<file path="src/rtl/muldiv_unit.sv">
// muldiv_unit: iterative RV32M multiply/divide unit that sits beside the ALU in EX.
// One operation per accepted start; busy_o stalls the pipeline until the tagged result returns.
//
// Ports:
//   clk_i       rising-edge clock
//   rst_i       asynchronous active-low reset
//   start_i     launch request, sampled only while idle
//   op_i        RV32M funct3 (0 MUL .. 7 REMU)
//   rs1_data_i  operand A (dividend / multiplicand)
//   rs2_data_i  operand B (divisor / multiplier)
//   rd_i        destination tag captured with the operands
//   flush_i     abort the in-flight operation; beats start_i in idle
//   busy_o      high whenever the unit is not idle
//   done_o      one-cycle result-valid pulse
//   result_o    result, held until a later operation completes
//   rd_o        tag belonging to result_o
//
// Build option: define MULDIV_FAST_MUL_EN for a single-cycle combinational multiplier.
// Division stays iterative either way.
module muldiv_unit #(
  parameter int unsigned XLEN = 32,
  parameter int unsigned RD_W = 5
) (
  input  logic            clk_i,
  input  logic            rst_i,
  input  logic            start_i,
  input  logic [2:0]      op_i,
  input  logic [XLEN-1:0] rs1_data_i,
  input  logic [XLEN-1:0] rs2_data_i,
  input  logic [RD_W-1:0] rd_i,
  input  logic            flush_i,
  output logic            busy_o,
  output logic            done_o,
  output logic [XLEN-1:0] result_o,
  output logic [RD_W-1:0] rd_o
);

  localparam int unsigned     CntW    = $clog2(XLEN) + 1;
  localparam logic [CntW-1:0] CntLast = CntW'(XLEN - 1);
  localparam logic [XLEN-1:0] MinVal  = {1'b1, {(XLEN-1){1'b0}}};

  typedef enum logic [1:0] {StIdle, StMul, StDiv, StDone} state_e;

  state_e              r_state, w_state_nxt;
  logic [CntW-1:0]     r_cnt, w_cnt_nxt;
  logic [2:0]          r_op, w_op_nxt;
  logic [RD_W-1:0]     r_rd, w_rd_nxt;
  logic                r_neg, w_neg_nxt;
  logic [XLEN-1:0]     r_a, w_a_nxt;
  logic [XLEN-1:0]     r_b, w_b_nxt;
  logic [2*XLEN-1:0]   r_prod, w_prod_nxt;
  logic [XLEN-1:0]     r_quot, w_quot_nxt;
  logic [XLEN-1:0]     r_rem, w_rem_nxt;
  logic [XLEN-1:0]     r_result, w_result_nxt;
  logic [RD_W-1:0]     r_rd_out, w_rd_out_nxt;

  // Pick the low or high half of the product after applying the sign.
  function automatic logic [XLEN-1:0] mul_sel(input logic [2*XLEN-1:0] prod, input logic lo,
                                              input logic neg);
    logic [2*XLEN-1:0] p;
    p = neg ? -prod : prod;
    return lo ? p[XLEN-1:0] : p[2*XLEN-1:XLEN];
  endfunction

  function automatic logic [XLEN-1:0] div_sel(input logic [XLEN-1:0] quot,
                                              input logic [XLEN-1:0] rem, input logic is_rem,
                                              input logic neg);
    logic [XLEN-1:0] v;
    v = is_rem ? rem : quot;
    return neg ? -v : v;
  endfunction

  // Operand decode: rs1 is signed for MUL/MULH/MULHSU/DIV/REM, rs2 for MUL/MULH/DIV/REM.
  logic            w_a_signed, w_b_signed, w_sa, w_sb, w_neg;
  logic [XLEN-1:0] w_mag_a, w_mag_b, w_bypass;
  logic            w_div_zero, w_div_ovf;

  always_comb begin
    w_a_signed = op_i[2] ? ~op_i[0] : (op_i != 3'd3);
    w_b_signed = op_i[2] ? ~op_i[0] : ~op_i[1];
    w_sa       = w_a_signed & rs1_data_i[XLEN-1];
    w_sb       = w_b_signed & rs2_data_i[XLEN-1];
    w_mag_a    = w_sa ? -rs1_data_i : rs1_data_i;
    w_mag_b    = w_sb ? -rs2_data_i : rs2_data_i;
    // Remainder follows the dividend; product and quotient follow the XOR of signs.
    w_neg      = (op_i[2] & op_i[1]) ? w_sa : (w_sa ^ w_sb);
    w_div_zero = (rs2_data_i == '0);
    w_div_ovf  = ~op_i[0] & (rs1_data_i == MinVal) & (rs2_data_i == '1);
    if (w_div_zero) w_bypass = op_i[1] ? rs1_data_i : '1;
    else            w_bypass = op_i[1] ? '0 : rs1_data_i;
  end

  // Shift-add multiply step: conditionally add multiplicand to the upper half, shift right.
  logic [XLEN:0]     w_mul_sum;
  logic [2*XLEN-1:0] w_prod_step;
  // Restoring divide step: trial-subtract divisor from the shifted partial remainder.
  logic [XLEN:0]     w_trial;
  logic [XLEN-1:0]   w_rem_step, w_quot_step;

  always_comb begin
    w_mul_sum   = {1'b0, r_prod[2*XLEN-1:XLEN]} + (r_prod[0] ? {1'b0, r_a} : '0);
    w_prod_step = {w_mul_sum, r_prod[XLEN-1:1]};
    w_trial     = {r_rem, r_quot[XLEN-1]} - {1'b0, r_b};
    w_rem_step  = w_trial[XLEN] ? {r_rem[XLEN-2:0], r_quot[XLEN-1]} : w_trial[XLEN-1:0];
    w_quot_step = {r_quot[XLEN-2:0], ~w_trial[XLEN]};
  end

`ifdef MULDIV_FAST_MUL_EN
  logic [2*XLEN-1:0] w_fast_prod;
  assign w_fast_prod = {{XLEN{1'b0}}, w_mag_a} * {{XLEN{1'b0}}, w_mag_b};
`endif

  always_comb begin
    w_state_nxt  = r_state;
    w_cnt_nxt    = r_cnt;
    w_op_nxt     = r_op;
    w_rd_nxt     = r_rd;
    w_neg_nxt    = r_neg;
    w_a_nxt      = r_a;
    w_b_nxt      = r_b;
    w_prod_nxt   = r_prod;
    w_quot_nxt   = r_quot;
    w_rem_nxt    = r_rem;
    w_result_nxt = r_result;
    w_rd_out_nxt = r_rd_out;
    case (r_state)
      StIdle: begin
        if (start_i && !flush_i) begin
          w_op_nxt  = op_i;
          w_rd_nxt  = rd_i;
          w_neg_nxt = w_neg;
          w_cnt_nxt = '0;
          w_a_nxt   = w_mag_a;
          w_b_nxt   = w_mag_b;
          if (!op_i[2]) begin
`ifdef MULDIV_FAST_MUL_EN
            w_result_nxt = mul_sel(w_fast_prod, op_i == 3'd0, w_neg);
            w_rd_out_nxt = rd_i;
            w_state_nxt  = StDone;
`else
            w_prod_nxt  = {{XLEN{1'b0}}, w_mag_b};
            w_state_nxt = StMul;
`endif
          end else if (w_div_zero || w_div_ovf) begin
            w_result_nxt = w_bypass;
            w_rd_out_nxt = rd_i;
            w_state_nxt  = StDone;
          end else begin
            w_quot_nxt  = w_mag_a;
            w_rem_nxt   = '0;
            w_state_nxt = StDiv;
          end
        end
      end
      StMul: begin
        if (flush_i) begin
          w_state_nxt = StIdle;
        end else begin
          w_prod_nxt = w_prod_step;
          w_cnt_nxt  = r_cnt + 1'b1;
          if (r_cnt == CntLast) begin
            w_result_nxt = mul_sel(w_prod_step, r_op == 3'd0, r_neg);
            w_rd_out_nxt = r_rd;
            w_state_nxt  = StDone;
          end
        end
      end
      StDiv: begin
        if (flush_i) begin
          w_state_nxt = StIdle;
        end else begin
          w_quot_nxt = w_quot_step;
          w_rem_nxt  = w_rem_step;
          w_cnt_nxt  = r_cnt + 1'b1;
          if (r_cnt == CntLast) begin
            w_result_nxt = div_sel(w_quot_step, w_rem_step, r_op[1], r_neg);
            w_rd_out_nxt = r_rd;
            w_state_nxt  = StDone;
          end
        end
      end
      default: w_state_nxt = StIdle;
    endcase
  end

  always_ff @(posedge clk_i or negedge rst_i) begin
    if (!rst_i) begin
      r_state  <= StIdle;
      r_cnt    <= '0;
      r_op     <= '0;
      r_rd     <= '0;
      r_neg    <= 1'b0;
      r_a      <= '0;
      r_b      <= '0;
      r_prod   <= '0;
      r_quot   <= '0;
      r_rem    <= '0;
      r_result <= '0;
      r_rd_out <= '0;
    end else begin
      r_state  <= w_state_nxt;
      r_cnt    <= w_cnt_nxt;
      r_op     <= w_op_nxt;
      r_rd     <= w_rd_nxt;
      r_neg    <= w_neg_nxt;
      r_a      <= w_a_nxt;
      r_b      <= w_b_nxt;
      r_prod   <= w_prod_nxt;
      r_quot   <= w_quot_nxt;
      r_rem    <= w_rem_nxt;
      r_result <= w_result_nxt;
      r_rd_out <= w_rd_out_nxt;
    end
  end

  assign busy_o   = (r_state != StIdle);
  assign done_o   = (r_state == StDone) && !flush_i;
  assign result_o = r_result;
  assign rd_o     = r_rd_out;

endmodule

</file>
<file path="config.mk">
export PLATFORM = sky130hd
export DESIGN_NAME = muldiv_unit
export DESIGN_NICKNAME = d
export VERILOG_FILES = /design/src/rtl/muldiv_unit.sv
export SDC_FILE = /design/constraint.sdc
export NUM_CORES = 1
export LEC_CHECK = 0
export CORE_MARGIN = 2
export CORE_UTILIZATION = 63
export CTS_BUF_LIST = sky130_fd_sc_hd__clkbuf_8
export DETAILED_ROUTE_END_ITERATION = 6
export PLACE_DENSITY = 0.84
export SYNTH_ARGS = -nofsm -noshare
export SYNTH_HDL_FRONTEND = slang
export SYNTH_SLANG_ARGS = --single-unit
</file>
<file path="constraint.sdc">
create_clock -name clk_i -period 4.6 [get_ports clk_i]
set_input_delay 1.15 -clock clk_i [delete_from_list [all_inputs] [get_ports clk_i]]
set_output_delay 1.15 -clock clk_i [all_outputs]
set_load 0.03 [all_outputs]
</file>
==> reports/qor.yml <==
worst_setup_path:
  crit_top_cell: "a21oi_1"
  start_kind: "flop"
  cp_max_fo: 20
  cp-end-kind: "flop"
  reg2reg_slack_ns: 0.06
  r2r_end: "result_o[31]"
  cp.depth: 17
  cp_slowest_cell: "or4b_4"
  cpLargestDelayFamily: "compound AO/OA/AOI/OAI gates"
  slowest_delay_ns: 0.57
  rr_worst_depth: 17
  r2r-start: "r_prod[0]"
  worstSetupPathType: "flop to flop"
  critPathLaunch: "r_prod[0]"
  cp.arrival_ns: 5.03
  worst-path-buf-inv: 3
  path_cells: "buf_12 -> and2_1 -> ha_1 -> buf_4 -> a21oi_1 -> o21ai_0 -> buf_4 -> nand2_1 -> nand3_1 -> a21oi_1 -> o31ai_1 -> a311oi_1 -> or4b_4 -> o41ai_2 -> xnor2_1 -> a21oi_1 -> a31oi_1"
  worstPathRequired_ns: 5.09
  cp-endpoint: "result_o[31]"
placement:
  pre_cts_ws_ns: -0.197
  gp_congestion: 1.11
  place.port_buffers: 114
  placed_area_sq_um: 23000
  place.detailed.hpwl_mm: 60.3
pwr:
  p_comb_share_pct: 62.2
  intPower_uw: 8320
  switchingPower_uw: 8700
  p_leak_uw: 0.0103
  peakVddDrop_v: 0.000528
  switching_share_pct: 51.1
  powerDensity_nw_per_um2: 704
  p_clk_share_pct: 13.7
  sequentialPowerShare_pct: 24.1
synthesis:
  synthTopCellsByArea: "dfrtp_1 (30%), o21ai_0 (7.1%), nand2_1 (6.2%)"
  ys.warnings.count: 0
  synth-seq-area-share_pct: 30.5
  ys.flop_type: "dfrtp_1"
  avgSynthCellArea_sq_um: 7.80
  yosysTopAreaCellShare_pct: 30.5
  synth_cell_types: 103
  synth_edf_count: 0
  ys_seq_elements: 246
  syn-num-nets: 2742
  synthArstFlopShare_pct: 100
  netlist_instances: 2590
  yosys.area.top_type: "dfrtp_1"
  synth_area_sq_um: 20200
global_routing:
  grt_pass1_vias: 20998
  antenna_found_initial: 1
  grt_pass1_wl_mm: 121
  globalRoute.totalOverflow: 0
  grt_max_degree: 125
  grt_usage_pct: 46.9
drt:
  drt-total-wl_mm: 79.5
  routedWlPerCell_um: 24.5
  viasPerCell: 6.97
  drt_iter0_markers: 3563
  drtAntennaViolNets: 0
  drc: 0
  vias: 22592
  first_pass_iters: 7
timing:
  slew_viol_final: 0
  setup_violations: 0
  fmax_mhz: 220
  setup_slack_ns: 0.0635
  min_period_ns: 4.54
  hold_viol: 0
  period_share_pct: 98.6
  fin_worst_hold_slack_ns: 0.479
  worst_slew_pin_slew_ns: 1.16
  slew_headroom_pct: 22.9
  clock_skew_ns: 0.0348
hold_path:
  worstHoldStart: "r_a[27]"
  hold_path.class: "flop to flop"
floorplan:
  num_rows: 65
  die_w_um: 183
  dieArea_sq_um: 33500
  start_util_pct: 64.0
  die_y_um: 183
  io_pins: 115
  core_area_sq_um: 31600
clock_network:
  clkSinkCount: 246
  hold_buffers: 0
  h-tree-depth: 2
  cts_tree: "yes"
  insertion_delay_ns: 0.60
  max-clock-path-buffers: 3
  cts_made_buffers: 45
  clk_pin_slew_ns: 0.06
  clock-root-buffer: "clkbuf_8"
cells_and_area:
  area_growth_pct: 19.7
  nets: 2962
  nFillCells: 2308
  design_area_sq_um: 24200
  fin_util_pct: 76.6
  drive_gt1_share_pct: 14.2
  diodes: 0
run_status:
  status: "finished, final reports clean"
flow_run:
  cap_violations: 0
==> Yosys cell counts, types with 35 or more instances <==
cell      instances
clkbuf_1        134
nand2_1         331
o21ai_0         287
inv_1            72
nor3_1           57
xor2_1           68
and2_1           42
xnor2_1          89
ha_1             74
o31ai_1          35
a21oi_1         241
dfrtp_1         246
or3_1            41
nor2_1          209
nand3_1          44
o22ai_1          38
==> stage by stage <==
stage,std cells,TNS [ns],power (uW)
final,3243,0,17000
after global routing,3243,-0.0176,17800
after CTS,3241,0,16400
after detailed placement,3163,-4.26,14000
after global placement,3163,-0.670,13700
after floorplan,2590,0,9980
==> power groups by stage <==
stage | clock network (uW) | registers (uW) | logic, uW
2_1_floorplan | 0 | 3850 | 6130
3_3_place_gp | 0 | 3980 | 9750
3_5_place_dp | 0 | 4030 | 9980
4_1_cts | 2310 | 4010 | 10100
5_1_grt | 2410 | 4130 | 11200
6_report | 2320 | 4100 | 10600
==> layout make-up <==
| cell class | instances | area, sq um | share of cell area [%] |
|---|---|---|---|
| Inverter | 73 | 274 | 1.13 |
| Sequential cell | 246 | 6160 | 25.5 |
| Tap cell | 402 | 503 | 2.08 |
| Clock inverter | 18 | 154 | 0.636 |
| Timing Repair Buffer | 346 | 3000 | 12.4 |
| Clock buffer | 60 | 826 | 3.42 |
| Multi-Input combinational cell | 2098 | 13300 | 54.9 |
==> cell usage in the layout, fill, tap and decap left out, types with 20 or more instances in the layout <==
cell type,synthesis,final
a21oi_1,241,234
o31ai_1,35,34
and2_1,42,42
nand2_1,331,330
clkbuf_8,0,60
nand4_1,34,34
mux2i_1,34,34
xor2_1,68,68
buf_4,1,222
o211ai_1,32,32
dfrtp_1,246,244
nor3_1,57,54
nand3_1,44,43
a21o_1,34,33
maj3_1,29,29
a211oi_1,30,29
inv_1,72,84
o21ai_0,287,284
xnor2_1,89,89
o22ai_1,38,38
clkdlybuf4s50_1,0,113
or3_1,41,39
a22o_1,20,20
ha_1,74,70
nor4_1,21,20
nor2_1,209,205
==> state kept, by name, indices dropped and copies added (netlist names), 2 cells and up <==
name	cells
r_a	32
r_b	32
r_cnt	6
r_op	3
r_prod	64
r_quot	32
r_rd	5
r_rem	32
r_state	2
rd_o	5
result_o	32
==> worst min-delay path: cells and delay by family (launching register included) <==
| family | cells | cell delay, ns |
|---|---|---|
| flip-flops | 1 | 0.34 |
| AO/OA/AOI/OAI | 1 | 0.06 |
| AND/OR/NAND/NOR | 1 | 0.04 |
==> metal layers <==
layer | routed length, um | vias up | GRT usage, %
met5 | 12 | - | 0
met3 | 10200 | 340 | 9.65
met1 | 30100 | 10566 | 63.5
met2 | 33200 | 1798 | 68.8
met4 | 5980 | 2 | 29.6
li1 | - | 9886 | -
==> worst min-delay path by stage <==
stage / to / slack (ns) / depth (start not counted)
2_1_floorplan: r_a[21] / 0.44 / 2
3_3_place_gp: r_a[12] / 0.46 / 2
3_5_place_dp: r_a[27] / 0.47 / 2
4_1_cts: r_a[27] / 0.48 / 2
5_1_grt: r_a[24] / 0.49 / 2
6_report: r_a[27] / 0.48 / 2
==> repair_timing <==
action,in CTS,in global routing
gates resized for setup,0,34
setup endpoints to repair,0,17
setup buffers,0,2
==> cells by family after synthesis <==
logic type | after synthesis | synth area share (%)
AOI/OAI and AO/OA | 899 | 28.0
and+or+nand+nor | 891 | 21.3
buffers and inverters | 246 | 4.83
DFF | 246 | 30.5
xor gates and xnor gates | 157 | 6.81
adders and majority gates | 105 | 6.22
muxes | 46 | 2.41
Note: power is estimated with default switching activity, not from simulation.
==> variant (same flow settings) <==
Encoding of `state_e`: now one-hot (4 bits for 4 states).
--- a/src/rtl/muldiv_unit.sv
+++ b/src/rtl/muldiv_unit.sv
@@ -41,3 +41,3 @@
 
-  typedef enum logic [1:0] {StIdle, StMul, StDiv, StDone} state_e;
+  typedef enum logic [3:0] {StIdle = 4'b0001, StMul = 4'b0010, StDiv = 4'b0100, StDone = 4'b1000} state_e;
 
Behaviour: no difference found for any inputs over 4 cycles, from zero or initial values and one cycle with rst_i low; so few cycles prove little.
==> variant against the unedited design <==
The run now ends with negative setup slack left; worst setup slack got worse by 0.087 ns; sequential cell count rose by 2; final area fell by 0.46%; synthesized cell count fell by 2.0%; non-clock buffer count fell by 11; routed wire length fell by 2.3%; synthesized area fell by 2.3%; clock skew rose by 0.0025 ns; critical endpoint is now result_o[29]; largest cell class unchanged.
Power is not compared: it rests on default switching activity, and its combinational part moved more than twofold at a synthesized area within 25%.
==> variant: results (changes against the unedited design) <==
final setup vio count 1 (was 0); Seq/Total Area, Yosys 31.4% (was 30.5%); utilization after layout 78.3% (was 76.6%); clk_lat worst skew 0.62 ns (was 0.60 ns); largest net degree at the start of global routing 112 (was 125); status complete, but fails checks (was finished clean); Buffers excl. clock 335 (was 346); Site Rows 64 (was 65); Logic inverters 63 (was 73); Crit path max-delay family simple AND/OR/NAND/NOR gates (was compound AO/OA/AOI/OAI gates); Arr. time, crit path 5.10 ns (was 5.03 ns); Setup WS post-layout -0.0232 ns (was 0.0635 ns); # clock sinks 248 (was 246); setup TNS -0.0232 ns (was 0 ns); cts repair resizes 8 (was 0); Area contributors post-synth dfrtp_1, o21ai_0, nand2_1, a21oi_1, ha_1 (unchanged); Placed Cells 3086 (was 3163); met2 wire length 34400 um (was 33200 um); drt total wl 77700 um (was 79500 um); Cell variety after synth 89 (was 103); ClkCell Share 4.46% (was 4.05%); post-DR vias/cell 6.90 (was 6.97); WL met3 8910 um (was 10200 um); Area after DPL 22400 sq um (was 23000 sq um); WL met1 28500 um (was 30100 um); failing checks negative setup slack; total track usage 46.2% (was 46.9%); crit-path max FO 4 (was 20); multi-input gate share of total cell area 54.6% (was 54.9%)
variant: worst min-delay path by stage:
stage / start / end / slack (ns) / cells after the start
after floorplan: r_a[21] / r_a[21] / 0.44 / 2
after global placement: r_a[16] / r_a[16] / 0.45 / 2
after CTS: r_a[16] / r_a[16] / 0.48 / 2
final: r_a[9] / r_a[9] / 0.48 / 2
after detailed placement: r_a[16] / r_a[16] / 0.46 / 2
after global routing: r_a[16] / r_a[16] / 0.50 / 2
variant: kinds of logic (layout without fill, tap and decap cells):
logic type | count (synthesis) | count (layout) | synth area share [%]
and+or+nand+nor | 921 | 921 | 22.4
xor gates and xnor gates | 169 | 169 | 7.50
adders and majority gates | 99 | 99 | 6.00
buffers and inverters | 227 | 479 | 4.41
muxes | 35 | 35 | 1.82
AOI/OAI and AO/OA | 838 | 838 | 26.5
DFF | 248 | 248 | 31.4
variant: worst min-delay path, delay by kind of cell (launching register included):
kind               cells  cell delay, ns
and+or+nand+nor        1            0.04
AOI/OAI and AO/OA      1            0.06
DFF                    1            0.34
